### config.mk
export PLATFORM = sky130hd
export DESIGN_NAME = sample_capture_flat
export DESIGN_NICKNAME = d
export VERILOG_FILES = /design/src/rtl/sample_capture_if.sv /design/src/rtl/sample_capture.sv /design/src/flat_wrapper.sv
export SDC_FILE = /design/constraint.sdc
export NUM_CORES = 1
export LEC_CHECK = 0
export CAP_MARGIN = 20
export CORE_MARGIN = 3
export CORE_UTILIZATION = 60
export DETAILED_ROUTE_END_ITERATION = 12
export HOLD_SLACK_MARGIN = 0.06
export PLACE_DENSITY = 0.8
export SLEW_MARGIN = 15
export SYNTH_ARGS = -nofsm -noshare
export SYNTH_HDL_FRONTEND = slang
export SYNTH_SLANG_ARGS = --single-unit
### constraint.sdc
create_clock -name clk -period 4.5 [get_ports clk]
set_input_delay 0.45 -clock clk [delete_from_list [all_inputs] [get_ports clk]]
set_output_delay 0.45 -clock clk [all_outputs]
set_load 0.01 [all_outputs]
### src/rtl/sample_capture_if.sv
// Host-side event port of sample_capture.
// The block drives head event fields; the host answers with ready.
interface sample_capture_if #(
  parameter int WIDTH    = 4,
  parameter int TS_WIDTH = 16
);
  logic                out_valid;
  logic                out_ready;
  logic [WIDTH-1:0]    out_data;
  logic [TS_WIDTH-1:0] out_ts;

  modport master (
    output out_valid,
    output out_data,
    output out_ts,
    input  out_ready
  );

  modport slave (
    input  out_valid,
    input  out_data,
    input  out_ts,
    output out_ready
  );
endinterface

### src/rtl/sample_capture.sv
// Change-capture logger: timestamps every change of din into a FIFO
// drained by the host over a valid/ready port.
module sample_capture #(
  parameter int WIDTH    = 4,
  parameter int TS_WIDTH = 16,
  parameter int DEPTH    = 8
) (
  input  logic                   clk,
  input  logic                   rst,
  input  logic [WIDTH-1:0]       din,
  input  logic                   arm,
  input  logic                   stop,
  sample_capture_if.master       out,
  output logic                   armed,
  output logic                   overflow,
  output logic [7:0]             drop_cnt,
  output logic [$clog2(DEPTH):0] level
);

  localparam int AW = $clog2(DEPTH);
  localparam int EW = WIDTH + TS_WIDTH;

  typedef enum logic [1:0] {
    IDLE,
    FIRST,
    ARMED
  } state_t;

  state_t state;
  state_t state_nx;

  logic [WIDTH-1:0]    last;
  logic [TS_WIDTH-1:0] ts;

  logic [EW-1:0] mem [DEPTH];
  logic [AW-1:0] wr_ptr;
  logic [AW-1:0] rd_ptr;
  logic [AW-1:0] rd_nx;
  logic [AW:0]   count;
  logic [AW:0]   count_nx;

  logic          push;
  logic          pop;
  logic          full;
  logic          wr_en;
  logic          drop;
  logic [EW-1:0] ev;
  logic [EW-1:0] head_nx;

  always_comb begin
    state_nx = state;
    push     = 1'b0;
    ev       = {din, ts};
    unique case (state)
      IDLE: begin
        if (!stop && arm)
          state_nx = FIRST;
      end
      FIRST: begin
        push     = 1'b1;
        ev       = {din, {TS_WIDTH{1'b0}}};
        state_nx = stop ? IDLE : ARMED;
      end
      ARMED: begin
        push = (din != last);
        if (stop)
          state_nx = IDLE;
      end
      default: state_nx = IDLE;
    endcase
  end

  always_ff @(posedge clk) begin
    if (rst)
      state <= IDLE;
    else
      state <= state_nx;
  end

  // ts is 0 in FIRST, then counts ARMED edges and saturates.
  always_ff @(posedge clk) begin
    if (rst) begin
      last <= '0;
      ts   <= '0;
    end else begin
      if (state == FIRST)
        last <= din;
      else if (state == ARMED && din != last)
        last <= din;

      if (state_nx != ARMED)
        ts <= '0;
      else if (state == FIRST)
        ts <= TS_WIDTH'(1);
      else if (ts != '1)
        ts <= ts + TS_WIDTH'(1);
    end
  end

  always_comb begin
    full  = (count == (AW+1)'(DEPTH));
    pop   = out.out_valid && out.out_ready;
    wr_en = push && (!full || pop);
    drop  = push && full && !pop;
    rd_nx = pop ? rd_ptr + AW'(1) : rd_ptr;

    count_nx = count;
    if (wr_en && !pop)
      count_nx = count + (AW+1)'(1);
    else if (!wr_en && pop)
      count_nx = count - (AW+1)'(1);

    // A write landing on the next head slot bypasses storage.
    if (wr_en && wr_ptr == rd_nx)
      head_nx = ev;
    else
      head_nx = mem[rd_nx];
  end

  always_ff @(posedge clk) begin
    if (!rst && wr_en)
      mem[wr_ptr] <= ev;
  end

  always_ff @(posedge clk) begin
    if (rst) begin
      wr_ptr        <= '0;
      rd_ptr        <= '0;
      count         <= '0;
      out.out_valid <= 1'b0;
      out.out_data  <= '0;
      out.out_ts    <= '0;
      overflow      <= 1'b0;
      drop_cnt      <= '0;
    end else begin
      if (wr_en)
        wr_ptr <= wr_ptr + AW'(1);
      rd_ptr        <= rd_nx;
      count         <= count_nx;
      out.out_valid <= (count_nx != '0);
      if (count_nx != '0)
        {out.out_data, out.out_ts} <= head_nx;
      if (drop) begin
        overflow <= 1'b1;
        if (drop_cnt != 8'hFF)
          drop_cnt <= drop_cnt + 8'd1;
      end
    end
  end

  assign armed = (state == ARMED);
  assign level = count;

endmodule

### src/flat_wrapper.sv
// flat-port wrapper written by rule: the top's interface ports become plain ports
module sample_capture_flat 
#(
  parameter int WIDTH    = 4,
  parameter int TS_WIDTH = 16,
  parameter int DEPTH    = 8
)
  (clk, rst, din, arm, stop, armed, overflow, drop_cnt, level, out_out_valid, out_out_data, out_out_ts, out_out_ready);
  sample_capture_if #(.WIDTH(WIDTH), .TS_WIDTH(TS_WIDTH)) out_i ();
  input  logic clk;
  input  logic rst;
  input  logic [WIDTH-1:0] din;
  input  logic arm;
  input  logic stop;
  output logic armed;
  output logic overflow;
  output logic [7:0] drop_cnt;
  output logic [$clog2(DEPTH):0] level;
  output wire logic [$bits(out_i.out_valid)-1:0] out_out_valid;
  output wire logic [$bits(out_i.out_data)-1:0] out_out_data;
  output wire logic [$bits(out_i.out_ts)-1:0] out_out_ts;
  input wire logic [$bits(out_i.out_ready)-1:0] out_out_ready;
  assign out_out_valid = out_i.out_valid;
  assign out_out_data = out_i.out_data;
  assign out_out_ts = out_i.out_ts;
  assign out_i.out_ready = out_out_ready;
  sample_capture #(.WIDTH(WIDTH), .TS_WIDTH(TS_WIDTH), .DEPTH(DEPTH)) u_core (.clk(clk), .rst(rst), .din(din), .arm(arm), .stop(stop), .out(out_i), .armed(armed), .overflow(overflow), .drop_cnt(drop_cnt), .level(level));
endmodule
; Yosys cells after proc, flatten, opt, wreduce, memory -nomap -nowiden
; Memory sizes are Yosys's and may differ from the RTL's. A register that Yosys moved wholly into a read port is not among the register bits.
; Cells that the tools add are included.
[classes]
add_sub_neg = 6
n_eq_ne = 7
muxes = 15
reduce_logical = 22
[op_table]
columns = operator, n
row1 = "16-bit by 1-bit adder with 16-bit output, second input constant", 1
row2 = 16-bit 2-to-1 mux, 1
row3 = 4-bit 2-to-1 mux, 4
row4 = "16-bit inequality test, second input constant", 1
row5 = 1-bit logical AND, 9
row6 = "8-bit by 1-bit adder with 8-bit output, second input constant", 1
row7 = "8-bit inequality test, second input constant", 1
row8 = "3-bit by 1-bit adder with 3-bit output, second input constant", 2
row9 = 2-bit 2-to-1 mux, 3
row10 = 2-bit one-hot mux with 3 select lines, 1
row11 = 1-bit zero test, 5
row12 = "4-bit by 1-bit adder with 4-bit output, second input constant", 1
row13 = "4-bit == test, second input constant", 1
row14 = 1-bit 2-to-1 mux, 4
row15 = 4-bit inequality test, 1
row16 = 2-bit nonzero test, 2
row17 = 4-bit nonzero test, 1
row18 = "4-bit by 1-bit subtractor with 4-bit output, second input constant", 1
row19 = 3-bit 2-to-1 mux, 1
row20 = 3-bit OR reduction, 1
row21 = "2-bit by 1-bit == test with 1-bit output, second input constant", 1
row22 = "2-bit == test, second input constant", 1
row23 = 2-bit zero test, 1
row24 = "2-bit inequality test, second input constant", 1
row25 = 4 further kinds, 4
[totals]
reg_bits = 42
ramBits = 160
inputBits = 9
output_inout_bits = 35
mem_count = 1
[memory_table]
columns = memory, words, word_bits, read_ports, rd_clocked_by_memory_dff, write_ports, line_no
row1 = u_core.mem, 8, 20, 1, 1, 1, sample_capture.sv:35  ; logic [EW-1:0] mem [DEPTH];

; Longest topological paths before layout
[logic_depth]
ltp_word = 9
ltp_mapped = 11
ltp_nobuf = 9

; Worst setup path before layout
; Ideal clock, no wire load.
[synth_timing]
kind = flip-flop to flip-flop
start = register u_core.state[0]
end = memory u_core.mem[0][0] (netlist name), enable pin
setup_time_ns = 0.422
arrival_ns = 3.175
setup_slack_ns = 0.902
path_stages_with_launch = 7
n_path_buf = 0
period_less_slack_ns = 3.598
path_cell_list = dfxtp_1 > inv_1 > ha_1 > o41a_1 > o221ai_1 > or3_1 > nor3_1
[synth_via]
elab_chain_len = 6
[synth_rtl]
columns = element, line_no
row1 = "start, declared", sample_capture.sv:29  ; state_t state;
row2 = "start signal, assigned", sample_capture.sv:77  ; state <= state_nx;
row3 = 2-bit == test, -
row4 = net armed, flat_wrapper.sv:15  ; output logic armed;
row5 = 1-bit one-hot mux with 2 select lines, sample_capture.sv:54  ; unique case (state)
row6 = 1-bit logical AND, sample_capture.sv:103  ; wr_en = push && (!full || pop);
row7 = 1-bit logical AND, sample_capture.sv:121  ; if (!rst && wr_en)
row8 = 1-bit 2-to-1 mux, sample_capture.sv:121
row9 = 1-bit 2-to-1 mux (not written as such), sample_capture.sv:122  ; mem[wr_ptr] <= ev;
row10 = "end, declared", sample_capture.sv:35
; The timed path passes the listed nets, and every way through them passes these cells.

; Worst setup path after layout
[layout_timing]
start = input port din[1]
end = register u_core.out.out_valid
[layout_via]
elab_chain_len = 8
[layout_rtl]
columns = element, line_no
row1 = "start, declared", flat_wrapper.sv:12  ; input logic [WIDTH-1:0] din;
row2 = 4-bit inequality test *, sample_capture.sv:65  ; push = (din != last);
row3 = 1-bit one-hot mux with 2 select lines *, sample_capture.sv:54
row4 = 1-bit logical AND *, sample_capture.sv:103
row5 = 1-bit zero test, sample_capture.sv:110  ; else if (!wr_en && pop)
row6 = 1-bit logical AND, sample_capture.sv:110
row7 = 4-bit 2-to-1 mux, sample_capture.sv:110
row8 = 4-bit 2-to-1 mux *, sample_capture.sv:108  ; if (wr_en && !pop)
row9 = 4-bit nonzero test *, sample_capture.sv:140  ; out.out_valid <= (count_nx != '0);
row10 = "end signal, assigned", sample_capture.sv:140
row11 = "end, declared", sample_capture_if.sv:13  ; output out_valid,
; Mark *: on every way between the ends. The rest lies on a longest branch, timed or not.
; A chain may end at the register's enable or synchronous reset.

==> out/metrics.yaml <==
grt:
  antenna_found_initial: 0
  grt-ovfl-total: 0
  grt_pass1_vias: 6600
  grt_pass1_wl_mm: 35.39
  grt_use_total_pct: 25.79
  grt_max_degree: 79
cts:
  post_cts_resized: 0
  cts_buffers: 23
  cts_max_level: 1
  postCtsSetupBuffers: 0
  cts-root-buf: "clkbuf_16"
  clk_latency_ns: 0.51
  cts.sinks: 222
  clockBufferDepth: 3
  clkTransAtPathRegs_ns: 0.06
  cts_tree: "done"
  holdBufCountCts: 0
routing:
  ant_nets: 0
  wire_per_inst_um: 21.50
  via_count: 6660
  drc: 0
  routed_wl_mm: 22.94
  drt_pass1_iterations: 5
  vias_per_cell: 6.242
  drt_iter0_markers: 759
worst_setup_path:
  max_stage_delay_ns: 0.77
  critPathMaxFanout: 17
  arrival_ns: 3.79
  cp-start-kind: "primary input"
  path_class: "in2reg"
  worstPathRequired_ns: 4.92
  end_kind: "register"
  crit_family: "compound AO/OA/AOI/OAI gates"
  cp_num_buf_inv: 1
  critPathSlowestCell: "a221oi_4"
  worstPathCellList: "clkdlybuf4s50_1, xor2_1, o41a_1, o21ai_4, a21boi_2, a221oi_4, or3_1, nor2b_1"
die:
  io_pins: 44
  dieWidth_um: 131.6
  rows: 45
  start_util_pct: 61.82
  core_mm2: 0.01531
  die-area_mm2: 0.01732
  die_y_um: 131.6
timing:
  clock_skew_ns: 0.01902
  timing.hold.ws_ns: 0.4515
  finalCriticalPeriod_ns: 3.367
  final-setup-viol-count: 0
  rsz0062_at_grt: "no"
  finalMaxSlewViolations: 0
  hold_violations: 0
  worst_slack_ns: 1.133
  clock.fmax_mhz: 297.0
  timing.setup.tns_ns: 0
  tightest_slew_ns: 1.059
  post-route-period-util_pct: 74.81
  relSlewSlack_pct: 29.42
yosys:
  ys_seq_area_share_pct: 63.86
  async_reset_ff_share_pct: 0
  syn_area_per_cell_um2: 11.86
  synthDistinctLibCells: 55
  synth_edf_count: 160
  synth_ff_type: "edfxtp_1"
  syn_nets: 818
  synth_area_mm2: 0.009468
  yosysWarningCount: 0
  ys_ff_latch: 222
  syn_inst: 798
finish:
  area_growth_syn_to_layout_pct: 16.14
  fillers: 1047
  antennaDiodeCount: 0
  drive_gt1_share_pct: 10.05
  num-nets-final: 859
placement:
  gp_congestion: 0.8464
  port_buffers: 43
  pre_cts_ws_ns: 0.7207
  hpwl_mm: 13.49
power_and_ir_drop:
  ir_drop_mv: 0.3130
  p_per_area_mw_per_mm2: 512.3
  total_power_mw: 5.633
  p_sw_share_pct: 27.81
  p_comb_share_pct: 22.9
  p_switching_mw: 1.566
  intPower_mw: 4.067
  seq_power_share_pct: 41.7
  pwr-share-clk_pct: 35.4
  p_leak_nw: 3.516
hold_path:
  min_path_type: "reg2reg"
status:
  status: "finished clean"
flow_run:
  cap_violations: 0
[flip-flops by register name, indices dropped and copies added, names as in the netlist]
| name | cells |
|---|---|
| u_core.rd_ptr | 3 |
| u_core.last | 4 |
| u_core.wr_ptr | 3 |
| u_core.out.out_ts | 16 |
| u_core.state | 2 |
| u_core.drop_cnt | 8 |
| u_core.level | 4 |
| u_core.ts | 16 |
| u_core.out.out_data | 4 |
| u_core.mem | 160 |
| u_core.out.out_valid | 1 |
| u_core.overflow | 1 |
[cell usage in the layout, fill, tap and decap left out, types with 5 or more instances in the layout]
cell type          n
a211oi_2           5
a31oi_1            6
nor4_1            23
edfxtp_1         160
nand4_1           19
xnor2_1           12
nor2b_1           20
clkdlybuf4s50_1   42
and2_1             5
buf_4             19
inv_1              8
nand2_1           75
bufinv_16          5
nor2_2             6
dfxtp_1           62
a21oi_1           11
nand3_1           11
nor3_1            21
mux2i_1           24
o311a_1           15
and3_1             8
a32oi_1           20
ha_1              11
nor2_1           115
o21ai_0           47
xor2_1            16
clkbuf_16         23
[per-stage QoR]
stage	area (µm²)	cells	utilization, %
6_report	11000	1067	71.80
3_3_place_gp	10190	1025	66.56
3_5_place_dp	10190	1025	66.56
5_1_grt	11000	1067	71.80
4_1_cts	11000	1067	71.80
2_1_floorplan	9468	798	-
[cell usage after synthesis (5+ instances only)]
master    count  share of area (%)
a31oi_1       6               0.40
inv_1         8               0.32
nand4_1      19                1.3
a21oi_1      11               0.58
and3_1        8               0.53
xor2_1       17                1.6
nor2_1      121                4.8
a211oi_2      5               0.66
o21ai_0      47                2.5
nor4_1       23                1.5
nand2_1      75                3.0
a32oi_1      20                1.9
nand3_1      11               0.58
nor3_1       24                1.3
nor2b_1      20                1.3
edfxtp_1    160                 51
clkbuf_1     29                1.1
dfxtp_1      62                 13
xnor2_1      13                1.2
o311a_1      15                1.6
ha_1         11                1.5
buf_2        13               0.69
mux2i_1      24                2.5
and2_1        5               0.33
[layout make-up]
class | count | area [µm²] | area share (%)
sequential | 222 | 6046 | 54.98
tap | 211 | 264.0 | 2.401
clock inverter | 15 | 201.4 | 1.832
timing repair buffer | 65 | 628.1 | 5.712
clock buffer | 27 | 600.6 | 5.462
inverter | 8 | 30.03 | 0.2731
multi-input combinational | 519 | 3226 | 29.34
[kinds of logic (layout without fill, tap and decap cells)]
| logic type | Yosys count | count (layout) | share of synthesized area, % |
|---|---|---|---|
| buffers and inverters | 57 | 115 | 2.669 |
| flip-flops | 222 | 222 | 63.86 |
| AO/OA/AOI/OAI | 126 | 126 | 9.978 |
| AND/OR/NAND/NOR | 323 | 323 | 15.91 |
| adder cells (fa/ha/maj) | 11 | 11 | 1.454 |
| multiplexers | 27 | 27 | 3.013 |
| XOR/XNOR | 32 | 32 | 3.119 |
[worst reg2reg max path, delay by kind of cell (launching register included)]
family	cells	cell delay [ns]
AO/OA/AOI/OAI	3	1.40
AND/OR/NAND/NOR	3	0.96
flip-flops	1	0.33
adder cells (fa/ha/maj)	1	0.32
buffers and inverters	1	0.10
[per-layer routing]
layer	global-route usage, %	vias to the layer above	wire length, µm
met5	0	-	0
met4	9.568	0	645
met3	3.828	57	1615
met2	43.98	333	11380
met1	33.74	3243	9301
li1	-	3027	-
[power by group through the flow]
| stage | registers, mW | clock network (mW) | logic [mW] |
|---|---|---|---|
| after global placement | 2.38 | 0 | 1.21 |
| after floorplan | 2.39 | 0 | 0.843 |
| final | 2.35 | 1.99 | 1.29 |
| after global routing | 2.36 | 2.10 | 1.38 |
| after detailed placement | 2.39 | 0 | 1.26 |
| after CTS | 2.35 | 2.02 | 1.27 |
[worst paths after layout]
check                                                  start                         endpoint  slack (ns)  cells past startpoint
worst min register to register  u_core.overflow$_SDFFE_PP0P_     u_core.overflow$_SDFFE_PP0P_        0.45                      2
worst min-delay path            u_core.overflow$_SDFFE_PP0P_     u_core.overflow$_SDFFE_PP0P_        0.45                      2
worst max-delay path                                  din[1]  u_core.out.out_valid$_SDFF_PP0_        1.13                      8
worst max register to register    u_core.state[0]$_SDFF_PP0_  u_core.out.out_valid$_SDFF_PP0_        1.29                      8
Note: power is estimated with default switching activity, not from simulation.
==> edit: new RTL, same settings <==
`TS_WIDTH` is set to 16 in 3 places; all go to 32.
--- a/src/rtl/sample_capture_if.sv
+++ b/src/rtl/sample_capture_if.sv
@@ -4,3 +4,3 @@
   parameter int WIDTH    = 4,
-  parameter int TS_WIDTH = 16
+  parameter int TS_WIDTH = 32
 );
--- a/src/rtl/sample_capture.sv
+++ b/src/rtl/sample_capture.sv
@@ -4,3 +4,3 @@
   parameter int WIDTH    = 4,
-  parameter int TS_WIDTH = 16,
+  parameter int TS_WIDTH = 32,
   parameter int DEPTH    = 8
--- a/src/flat_wrapper.sv
+++ b/src/flat_wrapper.sv
@@ -4,3 +4,3 @@
   parameter int WIDTH    = 4,
-  parameter int TS_WIDTH = 16,
+  parameter int TS_WIDTH = 32,
   parameter int DEPTH    = 8
Interface: changed (resized out_out_ts); port bits go from 44 to 60. No check against the original RTL was run, so the function may have changed too.
==> edit against the unedited design <==
- power increased by 62%
- maximum frequency decreased by 8.0%
- sequential cell count increased by 160
- wire length increased by 60%
- via count increased by 53%
- setup slack got worse by 0.29 ns
- design area increased by 67%
- area after synthesis increased by 70%
- critical endpoint is now u_core.out.out_ts[26]
- largest cell class unchanged
==> edit: results (changes against the unedited design) <==
[finish]
instances_no_fill=1635  ; +53%
multi_input_area_share=0.282  ; -0.0116
nNonClkBuffers=93  ; +43%
fin_nets=1291  ; +50%
inverters=43  ; +35
reg_top3=u_core.mem x288, u_core.out.out_ts x32, u_core.ts x32
seqCellArea_um2=10500  ; +74%
multi_input_cells=713  ; +37%
clock_area_frac=0.0629  ; -0.0100

[critical_path]
crit_type=register to register
worstPathArrival_ns=4.09  ; +0.30 ns
reg2reg_depth=9  ; +1
rrSetupSlack_ns=0.84  ; -0.45 ns

[placed_design]
hpwl_mm=20.8  ; +54%
gp_congestion=0.790  ; -6.6%
port_buffers=59  ; +37%
place_area_um2=17300  ; +69%

[sta]
fin_hold_ws_ns=0.152  ; -0.300 ns
tightest_slew_ns=1.03  ; -0.0258 ns

[synthesis]
synthAdderAreaFrac=0.00855  ; -0.00599
synthMuxAreaShare=0.0700  ; +0.0398
synth_seq_area_share=0.654  ; +0.0156
synth_compound_area_frac=0.101  ; +0.00158
syn_nets=1229  ; +50%
synthTopCellsByCount=edfxtp_1 (288), nand2_1 (109), mux2i_1 (108), nor2_1 (105), dfxtp_1 (94)
synth_area_leaders=edfxtp_1 (54%), dfxtp_1 (12%), mux2i_1 (6.7%)

[clock_network]
clk_latency_ns=0.53  ; +0.02 ns
h-tree-depth=2  ; +1
cts_buffers=38  ; +65%

[power]
p_leak_uw=0.00640  ; +82%

[die]
core_um2=26200  ; +71%

[grt]
grt_pass1_vias=10200  ; +55%
met3_usage=0.0408  ; +0.00248
grt.total_usage=0.254  ; -0.00417
grt_pass1_wl_mm=56.6  ; +60%
grt_max_degree=63  ; -20%
grt_use_met1=0.346  ; +0.00823
met2_usage=0.421  ; -0.0190

[route]
wire_per_inst_um=22.4  ; +4.2%
drtIter0Drc=1241  ; +64%

[outcome]
status=complete, no violations

-- edit: power breakdown --
part | switching (uW) | total, uW | internal (uW)
Combinational | 1230 | 2140 | 903
Sequential | 140 | 4070 | 3930
Clock | 1270 | 2940 | 1680
-- edit: critical path, stage by stage, from the launching register on --
cell and delay (ns):
dfxtp_1 0.71, ha_1 0.25, nand3_1 0.23, xor2_4 0.24
xnor2_1 0.13, or4_2 0.93, buf_4 0.42, a21boi_1 0.21
a2bb2oi_1 0.17, a211oi_2 0.24
-- edit: worst min path at each step --
stage,from,end,depth (start not counted)
final,rst,u_core.wr_ptr[0],2
after CTS,rst,u_core.wr_ptr[0],2
after floorplan,u_core.last[0],u_core.last[0],2
after global placement,u_core.last[0],u_core.last[0],2
after detailed placement,u_core.out.out_ts[10],u_core.out.out_ts[10],2
after global routing,rst,u_core.wr_ptr[0],2
-- edit: routing by layer --
layer	part of all wire	up-vias
li1	-	4625
met1	0.41	5052
met2	0.49	447
met3	0.075	83
met4	0.027	0
met5	0	-
